[src/rtl/mem_pkg.sv]
// Shared definitions for the memory-width sequencer: size codes, walk states and the
// lane-mask helper used to turn a byte range into bus byte-lane enables.
package mem_pkg;

  localparam int unsigned SZ_BYTE   = 0;
  localparam int unsigned SZ_WORD   = 1;
  localparam int unsigned SZ_LONG   = 2;
  localparam int unsigned SZ_PHRASE = 3;

  // Widest supported bus; lane_mask works on this width and callers keep the low lanes.
  localparam int unsigned MAX_BUS_BYTES = 32;

  typedef logic [MAX_BUS_BYTES-1:0] lane_vec_t;

  typedef enum logic {
    IDLE,
    ACTIVE
  } state_e;

  // Lanes lo <= i < hi set; with bigend the lane order is mirrored within nbytes.
  function automatic lane_vec_t lane_mask(input int unsigned lo, input int unsigned hi,
                                          input logic bigend, input int unsigned nbytes);
    lane_vec_t   m;
    logic [4:0]  idx;
    m = '0;
    for (int unsigned i = 0; i < MAX_BUS_BYTES; i++) begin
      if ((i >= lo) && (i < hi) && (i < nbytes)) begin
        idx    = bigend ? 5'(nbytes - 1 - i) : 5'(i);
        m[idx] = 1'b1;
      end
    end
    return m;
  endfunction

endpackage

[src/rtl/mem_width_mask.sv]
// Combinational lane arithmetic for one memory cycle: end of the current memory word
// clipped to the transfer end, the active byte lanes and the last-cycle flag.
module mem_width_mask
  import mem_pkg::*;
#(
  parameter int unsigned BUS_BYTES = 8,
  parameter int unsigned AB        = $clog2(BUS_BYTES),
  parameter int unsigned SZW       = $clog2(AB + 1)
) (
  input  logic                 i_active,
  input  logic [AB-1:0]        i_at,
  input  logic [AB:0]          i_end,
  input  logic [SZW-1:0]       i_mw,
  input  logic                 i_bigend,
  output logic [AB:0]          o_cyc_end,
  output logic [BUS_BYTES-1:0] o_bm,
  output logic                 o_lastcycle
);

  logic [AB:0] w_mw_span;
  logic [AB:0] w_blk_end;
  lane_vec_t   w_lanes;
  logic        w_unused_lanes;

  // First byte past the memory word that holds i_at.
  assign w_mw_span = ((AB + 1)'(1) << i_mw) - (AB + 1)'(1);
  assign w_blk_end = ({1'b0, i_at} | w_mw_span) + (AB + 1)'(1);
  assign o_cyc_end = (w_blk_end < i_end) ? w_blk_end : i_end;

  assign w_lanes        = lane_mask(32'(i_at), 32'(o_cyc_end), i_bigend, BUS_BYTES);
  assign w_unused_lanes = ^w_lanes;

  assign o_bm        = i_active ? w_lanes[BUS_BYTES-1:0] : '0;
  assign o_lastcycle = i_active & (o_cyc_end == i_end);

endmodule

[src/rtl/mem_width_seq.sv]
// Splits a 2^sz-byte bus transfer at offset ba into 2^mw-byte memory cycles, stepping on ack.
// Define MEMWIDTH_MISALIGN_EN to use ba unaligned instead of aligning it to the transfer size.
module mem_width_seq
  import mem_pkg::*;
#(
  parameter  int unsigned BUS_BYTES = 8,
  localparam int unsigned AB        = $clog2(BUS_BYTES),
  localparam int unsigned SZW       = $clog2(AB + 1)
) (
  input  logic                 i_sys_clk,
  input  logic                 i_reset,
  input  logic                 i_start,
  input  logic [SZW-1:0]       i_sz,
  input  logic [AB-1:0]        i_ba,
  input  logic [SZW-1:0]       i_mw,
  input  logic                 i_bigend,
  input  logic                 i_ack,
  output logic                 o_ready,
  output logic                 o_busy,
  output logic [AB-1:0]        o_at,
  output logic [BUS_BYTES-1:0] o_bm,
  output logic                 o_lastcycle,
  output logic                 o_done,
  output logic [AB:0]          o_ncyc
);

  localparam logic [SZW-1:0] AB_CODE = SZW'(AB);
  localparam logic [AB:0]    BUS_END = (AB + 1)'(BUS_BYTES);

  state_e         r_state, w_state_nxt;
  logic [AB-1:0]  r_at, w_at_nxt;
  logic [AB:0]    r_end, w_end_nxt;
  logic [SZW-1:0] r_mw, w_mw_nxt;
  logic           r_bigend, w_bigend_nxt;
  logic [AB:0]    r_ncyc, w_ncyc_nxt;
  logic           r_done, w_done_nxt;

  logic [SZW-1:0] w_sz_clamp;
  logic [SZW-1:0] w_mw_clamp;
  logic [AB:0]    w_sz_bytes;
  logic [AB-1:0]  w_ba_al;
  logic [AB:0]    w_end_raw;
  logic [AB:0]    w_end_sat;
  logic [AB:0]    w_cyc_end;
  logic           w_last;
  logic           w_busy;
  logic           w_load;

  // Request decode: clamp size codes, align the offset, clip the end to the bus window.
  assign w_sz_clamp = (i_sz > AB_CODE) ? AB_CODE : i_sz;
  assign w_mw_clamp = (i_mw > AB_CODE) ? AB_CODE : i_mw;
  assign w_sz_bytes = (AB + 1)'(1) << w_sz_clamp;

`ifdef MEMWIDTH_MISALIGN_EN
  assign w_ba_al = i_ba;
`else
  assign w_ba_al = i_ba & ~(w_sz_bytes[AB-1:0] - AB'(1));
`endif

  assign w_end_raw = {1'b0, w_ba_al} + w_sz_bytes;
  assign w_end_sat = (w_end_raw > BUS_END) ? BUS_END : w_end_raw;

  assign w_busy = (r_state == ACTIVE);

  mem_width_mask #(
    .BUS_BYTES (BUS_BYTES),
    .AB        (AB),
    .SZW       (SZW)
  ) u_mask (
    .i_active    (w_busy),
    .i_at        (r_at),
    .i_end       (r_end),
    .i_mw        (r_mw),
    .i_bigend    (r_bigend),
    .o_cyc_end   (w_cyc_end),
    .o_bm        (o_bm),
    .o_lastcycle (w_last)
  );

  always_comb begin
    w_state_nxt  = r_state;
    w_at_nxt     = r_at;
    w_end_nxt    = r_end;
    w_mw_nxt     = r_mw;
    w_bigend_nxt = r_bigend;
    w_ncyc_nxt   = r_ncyc;
    w_done_nxt   = 1'b0;
    w_load       = 1'b0;

    unique case (r_state)
      IDLE: begin
        if (i_start) begin
          w_load = 1'b1;
        end
      end
      ACTIVE: begin
        if (i_ack) begin
          if (!w_last) begin
            w_at_nxt   = AB'(w_cyc_end);
            w_ncyc_nxt = r_ncyc + (AB + 1)'(1);
          end else begin
            // Final ack: a waiting request is taken on the same edge, no idle gap.
            w_done_nxt = 1'b1;
            if (i_start) begin
              w_load = 1'b1;
            end else begin
              w_state_nxt = IDLE;
            end
          end
        end
      end
      default: w_state_nxt = IDLE;
    endcase

    if (w_load) begin
      w_state_nxt  = ACTIVE;
      w_at_nxt     = w_ba_al;
      w_end_nxt    = w_end_sat;
      w_mw_nxt     = w_mw_clamp;
      w_bigend_nxt = i_bigend;
      w_ncyc_nxt   = '0;
    end
  end

  always_ff @(posedge i_sys_clk) begin
    if (i_reset) begin
      r_state  <= IDLE;
      r_at     <= '0;
      r_end    <= '0;
      r_mw     <= '0;
      r_bigend <= 1'b0;
      r_ncyc   <= '0;
      r_done   <= 1'b0;
    end else begin
      r_state  <= w_state_nxt;
      r_at     <= w_at_nxt;
      r_end    <= w_end_nxt;
      r_mw     <= w_mw_nxt;
      r_bigend <= w_bigend_nxt;
      r_ncyc   <= w_ncyc_nxt;
      r_done   <= w_done_nxt;
    end
  end

  assign o_ready     = !w_busy | (i_ack & w_last);
  assign o_busy      = w_busy;
  assign o_at        = r_at;
  assign o_lastcycle = w_last;
  assign o_done      = r_done;
  assign o_ncyc      = r_ncyc;

endmodule

[config.mk]
export PLATFORM = sky130hd
export DESIGN_NAME = mem_width_seq
export DESIGN_NICKNAME = d
export VERILOG_FILES = /design/src/rtl/mem_pkg.sv /design/src/rtl/mem_width_mask.sv /design/src/rtl/mem_width_seq.sv
export SDC_FILE = /design/constraint.sdc
export NUM_CORES = 1
export LEC_CHECK = 0
export CORE_ASPECT_RATIO = 0.75
export CORE_UTILIZATION = 55
export CTS_BUF_LIST = sky130_fd_sc_hd__clkbuf_2
export DETAILED_ROUTE_END_ITERATION = 8
export PLACE_DENSITY_LB_ADDON = 0.1
export SKIP_LAST_GASP = 1
export SYNTH_ARGS = -nofsm -noshare
export SYNTH_HDL_FRONTEND = slang
export SYNTH_SLANG_ARGS = --single-unit
[constraint.sdc]
create_clock -name i_sys_clk -period 4.75 [get_ports i_sys_clk]
set_input_delay 0.475 -clock i_sys_clk [delete_from_list [all_inputs] [get_ports i_sys_clk]]
set_output_delay 0.475 -clock i_sys_clk [all_outputs]
set_load 0.1 [all_outputs]
# After elaboration in Yosys (flattened, before gate mapping)
# Cells that the tools add are included.
# op_classes
n_addsub	5
n_reduce_logical	22
mul	0
mux	50
order_cmp	35
n_div	0
n_eq_ne	2
shifts	2
bitwise	16
# op_table
operator	n
$mux W8	9
$or A8 B8 Y8	7
$lt A5 B6 Y1 const B	8
$demux W1 S5	8
$ge A5 B1 Y1 const B	8
$mux W3	12
$lt A3 B4 Y1 const A	4
$mux W1	16
$logic_and A1 B1 Y1	15
$ge A3 B3 Y1 const A	3
$add A4 B1 Y4 const B	2
$lt A1 B4 Y1 const A	2
$lt A2 B4 Y1 const A	2
$mux W4	2
$shl A1 B2 Y4 const A	2
$ge A1 B3 Y1 const A	2
$ge A2 B3 Y1 const A	2
$reduce_and A3 Y1	2
$add A3 B4 Y4	1
$eq A4 B4 Y1	1
$gt A2 B2 Y1 const B	2
$gt A4 B4 Y1 const B	1
$lt A4 B4 Y1	1
$mux W2	2
14 further kinds	18
# totals
latch_bits	0
elab_cells	139
mem_bits_rw	0
memories	0
rom_bits	0
reg_bits	16
out_inout_bits	19

# Logic depth before layout (Yosys ltp)
# Gate-level depths: netlist of run 1.
# depth
word_depth	24
depth_mapped	12
ltp_nobuf	11

# Hierarchy
# From an unflattened synthesis of run 1, not the netlist that was laid out.
# hier_totals
cells_unflattened	163
hier_area_um2	1346.3
# by_module_without_submodules
mod	cells_per_inst	instances	area_per_inst_um2
mem_width_seq	86	1	775.7
mem_width_mask	77	1	570.5

# Least setup slack after synthesis of run 1
# OpenSTA, ideal clock, no wires.
# synth_timing
path_type	flip-flop to output port
from	reg r_at[0] (netlist: o_at[0])
to	out o_bm[2]
arrival_time_ns	5.510
setup_slack_ns	-1.235
stages_incl_launch_ff	12
required_time_ns	4.275
path_buffers	0
cell_sequence	dfxtp_1 -> nor3_1 -> inv_1 -> ha_1 -> xor2_1 -> inv_1 -> ha_1 -> a21o_1 -> a221oi_4 -> mux2i_1 -> nor2_1 -> o32ai_1
# synth_between
elab_chain_len	22
# synth_lines
item	line	text
start: declaration	mem_width_seq.sv:31	logic [AB-1:0] r_at, w_at_nxt;
start signal: assignment	mem_width_seq.sv:136	r_at <= w_at_nxt;
$or A3 B4 Y4	mem_width_mask.sv:27	assign w_blk_end = ({1'b0, i_at} | w_mw_span) + (AB + 1)'(1);
$add A4 B1 Y4	mem_width_mask.sv:27	
$lt A4 B4 Y1	mem_width_mask.sv:28	assign o_cyc_end = (w_blk_end < i_end) ? w_blk_end : i_end;
$mux W4	mem_width_mask.sv:28	
$lt A1 B4 Y1	mem_pkg.sv:27	if ((i >= lo) && (i < hi) && (i < nbytes)) begin
$logic_and A1 B1 Y1	mem_pkg.sv:27	
$mux W8	mem_pkg.sv:27	
$or A8 B8 Y8 (no source line)	-	
[... 6 more ...]	-	
$mux W8	mem_pkg.sv:27	
$or A8 B8 Y8 (no source line)	-	
$mux W8	mem_pkg.sv:27	
$or A8 B8 Y8 (no source line)	-	
$mux W8	mem_pkg.sv:27	
$or A8 B8 Y8 (no source line)	-	
$mux W8 (*)	mem_pkg.sv:27	
$mux W8 (*)	mem_width_mask.sv:33	assign o_bm = i_active ? w_lanes[BUS_BYTES-1:0] : '0;
end: declaration	mem_width_seq.sv:21	output logic [BUS_BYTES-1:0] o_bm,
# Every way passes the cells marked *; elsewhere a longest branch is shown, timed or not.

# Worst setup path after layout of run 1
# layout_timing
from	reg r_at[0] (netlist: o_at[0])
to	out o_bm[3]
# Same word-level chain as after synthesis.

==> impl_metrics.prom, run 1 <==
# TYPE chip_impl_metric gauge
chip_impl_metric{name="rr_worst_depth",unit=""} 11
chip_impl_metric{name="initial_utilization",unit="%"} 58.08
chip_impl_metric{name="die-height",unit="um"} 47.40
chip_impl_metric{name="postSynthRegisterBits",unit=""} 16
chip_impl_metric{name="initial_antenna_violation_count",unit=""} 0
chip_impl_metric{name="netlist_instances",unit=""} 190
chip_impl_metric{name="nFillCells",unit=""} 219
chip_impl_metric{name="total_number_of_clock_tree_sinks",unit=""} 16
chip_impl_metric{name="vdd_ir_drop_max",unit="uV"} 305.2
chip_impl_metric{name="slew_headroom",unit="%"} 32.73
chip_impl_metric{name="synth.net_count",unit=""} 212
chip_impl_metric{name="worst_hold_path.num_cells",unit=""} 2
chip_impl_metric{name="synthToLayoutAreaGrowth",unit="%"} 27.57
chip_impl_info{name="setup_repair_after_global_routing_missed_its_margin",value="false"} 1
chip_impl_metric{name="fin_util",unit="%"} 74.09
chip_impl_info{name="hold_path.startpoint",value="o_ncyc[3]"} 1
chip_impl_metric{name="track_usage",unit="%"} 29.05
chip_impl_metric{name="power_leakage",unit="uW"} 0.0007159
chip_impl_metric{name="finalNetCount",unit=""} 241
chip_impl_metric{name="portBuffers",unit=""} 30
chip_impl_metric{name="power-per-cell-area",unit="nW/um^2"} 491.2
chip_impl_metric{name="final_min_period_over_clock_period",unit="%"} 94.25
chip_impl_metric{name="ant_nets",unit=""} 0
chip_impl_metric{name="cp.arrival",unit="ns"} 4.00
chip_impl_metric{name="critPathRequiredTime",unit="ns"} 4.28
chip_impl_metric{name="setup_viol_count_final",unit=""} 0
chip_impl_metric{name="final_hold_viol_count",unit=""} 0
chip_impl_info{name="hold_path_class",value="register to register"} 1
chip_impl_metric{name="dr.pass1.iters",unit=""} 5
chip_impl_info{name="tritoncts",value="done"} 1
chip_impl_metric{name="synth_enable_flop_cells",unit=""} 0
chip_impl_metric{name="final_layout_size_suffix_gt1_share",unit="%"} 15.14
chip_impl_metric{name="critical_path.max_fanout",unit=""} 9
chip_impl_metric{name="drc",unit=""} 0
chip_impl_info{name="r2r_start",value="o_at[0]"} 1
chip_impl_metric{name="via_per_inst",unit=""} 6.472
chip_impl_metric{name="setup_slack_of_the_worst_register_to_register_path",unit="ns"} 1.14
chip_impl_metric{name="maxSlewViolCount",unit=""} 0
chip_impl_info{name="r2r-end",value="o_at[2]"} 1
chip_impl_metric{name="cts.hold.buffers_added",unit=""} 0
chip_impl_info{name="critPathCaptureType",value="output port"} 1
chip_impl_metric{name="number_of_maximum_capacitance_violations",unit=""} 0
chip_impl_info{name="most-common-layout-cells",value="sky130_fd_sc_hd__clkdlybuf4s50_1 (20), sky130_fd_sc_hd__inv_1 (18), sky130_fd_sc_hd__a21oi_1 (17)"} 1
chip_impl_metric{name="worstSkewPairLatency",unit="ns"} 0.30
chip_impl_metric{name="routed_wirelength",unit="um"} 4195
chip_impl_metric{name="cts-buffers-inserted",unit=""} 3
chip_impl_metric{name="die_w",unit="um"} 62.53
chip_impl_metric{name="maximum_number_of_pins_on_one_net_before_global_route_repair",unit=""} 16
chip_impl_metric{name="initialDrtViolationCount",unit=""} 118
chip_impl_metric{name="first_global_vias",unit=""} 1442
chip_impl_metric{name="global_route_wire_length_before_repair",unit="um"} 6486
chip_impl_metric{name="cts_max_level",unit=""} 1
chip_impl_metric{name="worst_pin_slew",unit="ns"} 1.006
chip_impl_metric{name="gp_congestion",unit=""} 0.8826
chip_impl_metric{name="postCtsSetupBuffers",unit=""} 0
chip_impl_metric{name="postSynthAreaPerCell",unit="um^2"} 7.955
chip_impl_metric{name="design.portCount",unit=""} 31
chip_impl_metric{name="postCtsResizedCells",unit=""} 0
chip_impl_metric{name="clock.fmax",unit="MHz"} 223.4
chip_impl_metric{name="final.setup_skew",unit="ns"} 0.005058
chip_impl_metric{name="synth_async_sr_flop_share",unit="%"} 0
chip_impl_metric{name="wl_per_cell",unit="um"} 16.52
chip_impl_info{name="run_status",value="complete, no violations"} 1
chip_impl_metric{name="placeableCoreArea",unit="um^2"} 2603
chip_impl_metric{name="rows",unit=""} 16
chip_impl_metric{name="dr_total_vias",unit=""} 1644
chip_impl_metric{name="final_critical_path_setup_slack",unit="ns"} 0.2729
chip_impl_info{name="cts_root_buffer",value="sky130_fd_sc_hd__clkbuf_2"} 1
chip_impl_metric{name="cts-root-to-sink-buffers",unit=""} 2
chip_impl_metric{name="globalRouteOverflowTotal",unit=""} 0
chip_impl_metric{name="insertedDiodeCount",unit=""} 0
chip_impl_metric{name="ys_types",unit=""} 49
chip_impl_info{name="worstSetupStartpointType",value="register"} 1
chip_impl_info{name="layout_commonest_cell",value="sky130_fd_sc_hd__clkdlybuf4s50_1"} 1
chip_impl_metric{name="holdWs",unit="ns"} 0.5055
chip_impl_metric{name="ys_warn_count",unit=""} 0
chip_impl_metric{name="fp.dieArea",unit="um^2"} 2964
chip_impl_info{name="critical_setup_path_class",value="register to output port"} 1
chip_impl_metric{name="post-route-min-period",unit="ns"} 4.477
chip_impl_metric{name="netlist_area",unit="um^2"} 1511
chip_impl_metric{name="yosysSeqAreaShare",unit="%"} 21.19
chip_impl_info{name="dominantRegCellSynth",value="sky130_fd_sc_hd__dfxtp_1"} 1
chip_impl_metric{name="finalSetupTns",unit="ns"} 0
chip_impl_info{name="worstHoldEndpoint",value="o_ncyc[3]"} 1
chip_impl_metric{name="placed_wire_length_estimate",unit="um"} 3342
chip_impl_metric{name="clk_pin_slew_worst_paths",unit="ns"} 0.15
chip_impl_metric{name="dp_worst_setup_slack",unit="ns"} 0.7008
==> power breakdown <==
part           internal [uW]  switching [uW]
Clock                   18.3            43.4
Combinational            219             496
Sequential               146            23.8
==> stage by stage <==
step,power (uW),cell area (um^2),cells
after floorplan,748.5,1613,190
after CTS,939.2,1928,254
final,947.1,1928,254
after global routing,1003,1928,254
after detailed placement,876.8,1909,250
after global placement,853.2,1909,250
==> sequential cells by signal, indices dropped and copies added (netlist names) <==
name	flops
o_done	1
r_mw	2
r_end	4
o_busy	1
o_at	3
r_bigend	1
o_ncyc	4
==> critical path, stage by stage, from the launching register on <==
cell and delay [ns]:
sky130_fd_sc_hd__dfxtp_1 0.44, sky130_fd_sc_hd__nor3_1 0.32, sky130_fd_sc_hd__inv_1 0.08, sky130_fd_sc_hd__ha_1 0.25, sky130_fd_sc_hd__xor2_1 0.34, sky130_fd_sc_hd__inv_1 0.09
sky130_fd_sc_hd__ha_1 0.31, sky130_fd_sc_hd__a21o_1 0.25, sky130_fd_sc_hd__a221oi_4 0.45, sky130_fd_sc_hd__mux2i_1 0.40, sky130_fd_sc_hd__o211ai_1 0.19, sky130_fd_sc_hd__a211oi_2 0.26
sky130_fd_sc_hd__buf_4 0.32
==> final cells by class <==
class | instances | area, um^2 | share of cell area, %
multi-input cells | 150 | 1201 | 62.30
clock inverters | 1 | 3.754 | 0.1947
repair buffers | 30 | 275.3 | 14.28
clock buffers | 3 | 15.01 | 0.7787
flip-flops and latches | 16 | 320.3 | 16.61
inverters | 18 | 67.56 | 3.504
well taps | 36 | 45.04 | 2.336
==> worst max path at each step <==
stage | start | endpoint | slack [ns] | cells after the start
floorplan | o_at[0] | o_bm[3] | -0.28 | 11
global placement | o_at[0] | o_bm[5] | 0.90 | 12
detailed placement | o_at[0] | o_bm[3] | 0.70 | 12
CTS | o_at[0] | o_bm[3] | 0.32 | 12
global route | o_at[0] | o_bm[5] | 0.04 | 12
finish | o_at[0] | o_bm[3] | 0.27 | 12
==> logic make-up after synthesis <==
logic type / share of synthesized area [%]
AOI/OAI and AO/OA: 32.12
buffers and inverters: 6.043
adders and majority gates: 8.775
muxes: 1.987
DFF: 21.19
xor gates and xnor gates: 4.719
and+or+nand+nor: 25.17
==> Yosys cell counts, types with 2 or more instances <==
library cell,count,area [um^2]
sky130_fd_sc_hd__nor3b_1,3,22.52
sky130_fd_sc_hd__clkbuf_1,5,18.77
sky130_fd_sc_hd__a31oi_1,2,12.51
sky130_fd_sc_hd__a221oi_4,2,52.55
sky130_fd_sc_hd__nand4_1,2,12.51
sky130_fd_sc_hd__mux2i_1,3,30.03
sky130_fd_sc_hd__a32oi_1,2,17.52
sky130_fd_sc_hd__or4_1,4,30.03
sky130_fd_sc_hd__o21ai_0,12,60.06
sky130_fd_sc_hd__nor3_1,5,25.02
sky130_fd_sc_hd__nand2_1,12,45.04
sky130_fd_sc_hd__or2_2,3,18.77
sky130_fd_sc_hd__o32ai_1,4,35.03
sky130_fd_sc_hd__inv_1,18,67.56
sky130_fd_sc_hd__a21oi_1,17,85.08
sky130_fd_sc_hd__xnor3_1,2,45.04
sky130_fd_sc_hd__and2_1,2,12.51
sky130_fd_sc_hd__o211ai_1,5,37.54
sky130_fd_sc_hd__nor2_1,8,30.03
sky130_fd_sc_hd__o21a_1,2,15.01
sky130_fd_sc_hd__o22ai_1,2,12.51
sky130_fd_sc_hd__nand3_1,14,70.07
sky130_fd_sc_hd__o31ai_1,4,30.03
sky130_fd_sc_hd__dfxtp_1,16,320.3
sky130_fd_sc_hd__xnor2_1,2,17.52
sky130_fd_sc_hd__and3_1,2,12.51
sky130_fd_sc_hd__ha_1,9,112.6
sky130_fd_sc_hd__a211oi_1,4,30.03
sky130_fd_sc_hd__nor2b_1,4,25.02
==> per-layer routing <==
layer | share of wire [%] | global-route usage (%) | vias up
li1 | - | - | 777
met4 | 2.6 | 13.95 | 0
met2 | 46 | 51.30 | 94
met1 | 41 | 35.01 | 759
met5 | 0 | 0 | -
met3 | 10 | 6.553 | 14
No activity file was read; power rests on OpenSTA's default activity.
==> run 2, diff against run 1 <==
Settings changed: CAP_MARGIN set to 20, SETUP_SLACK_MARGIN set to 0.02.
==> results of run 2 <==
Final layout, timing and power as in run 1 (identical DEF).
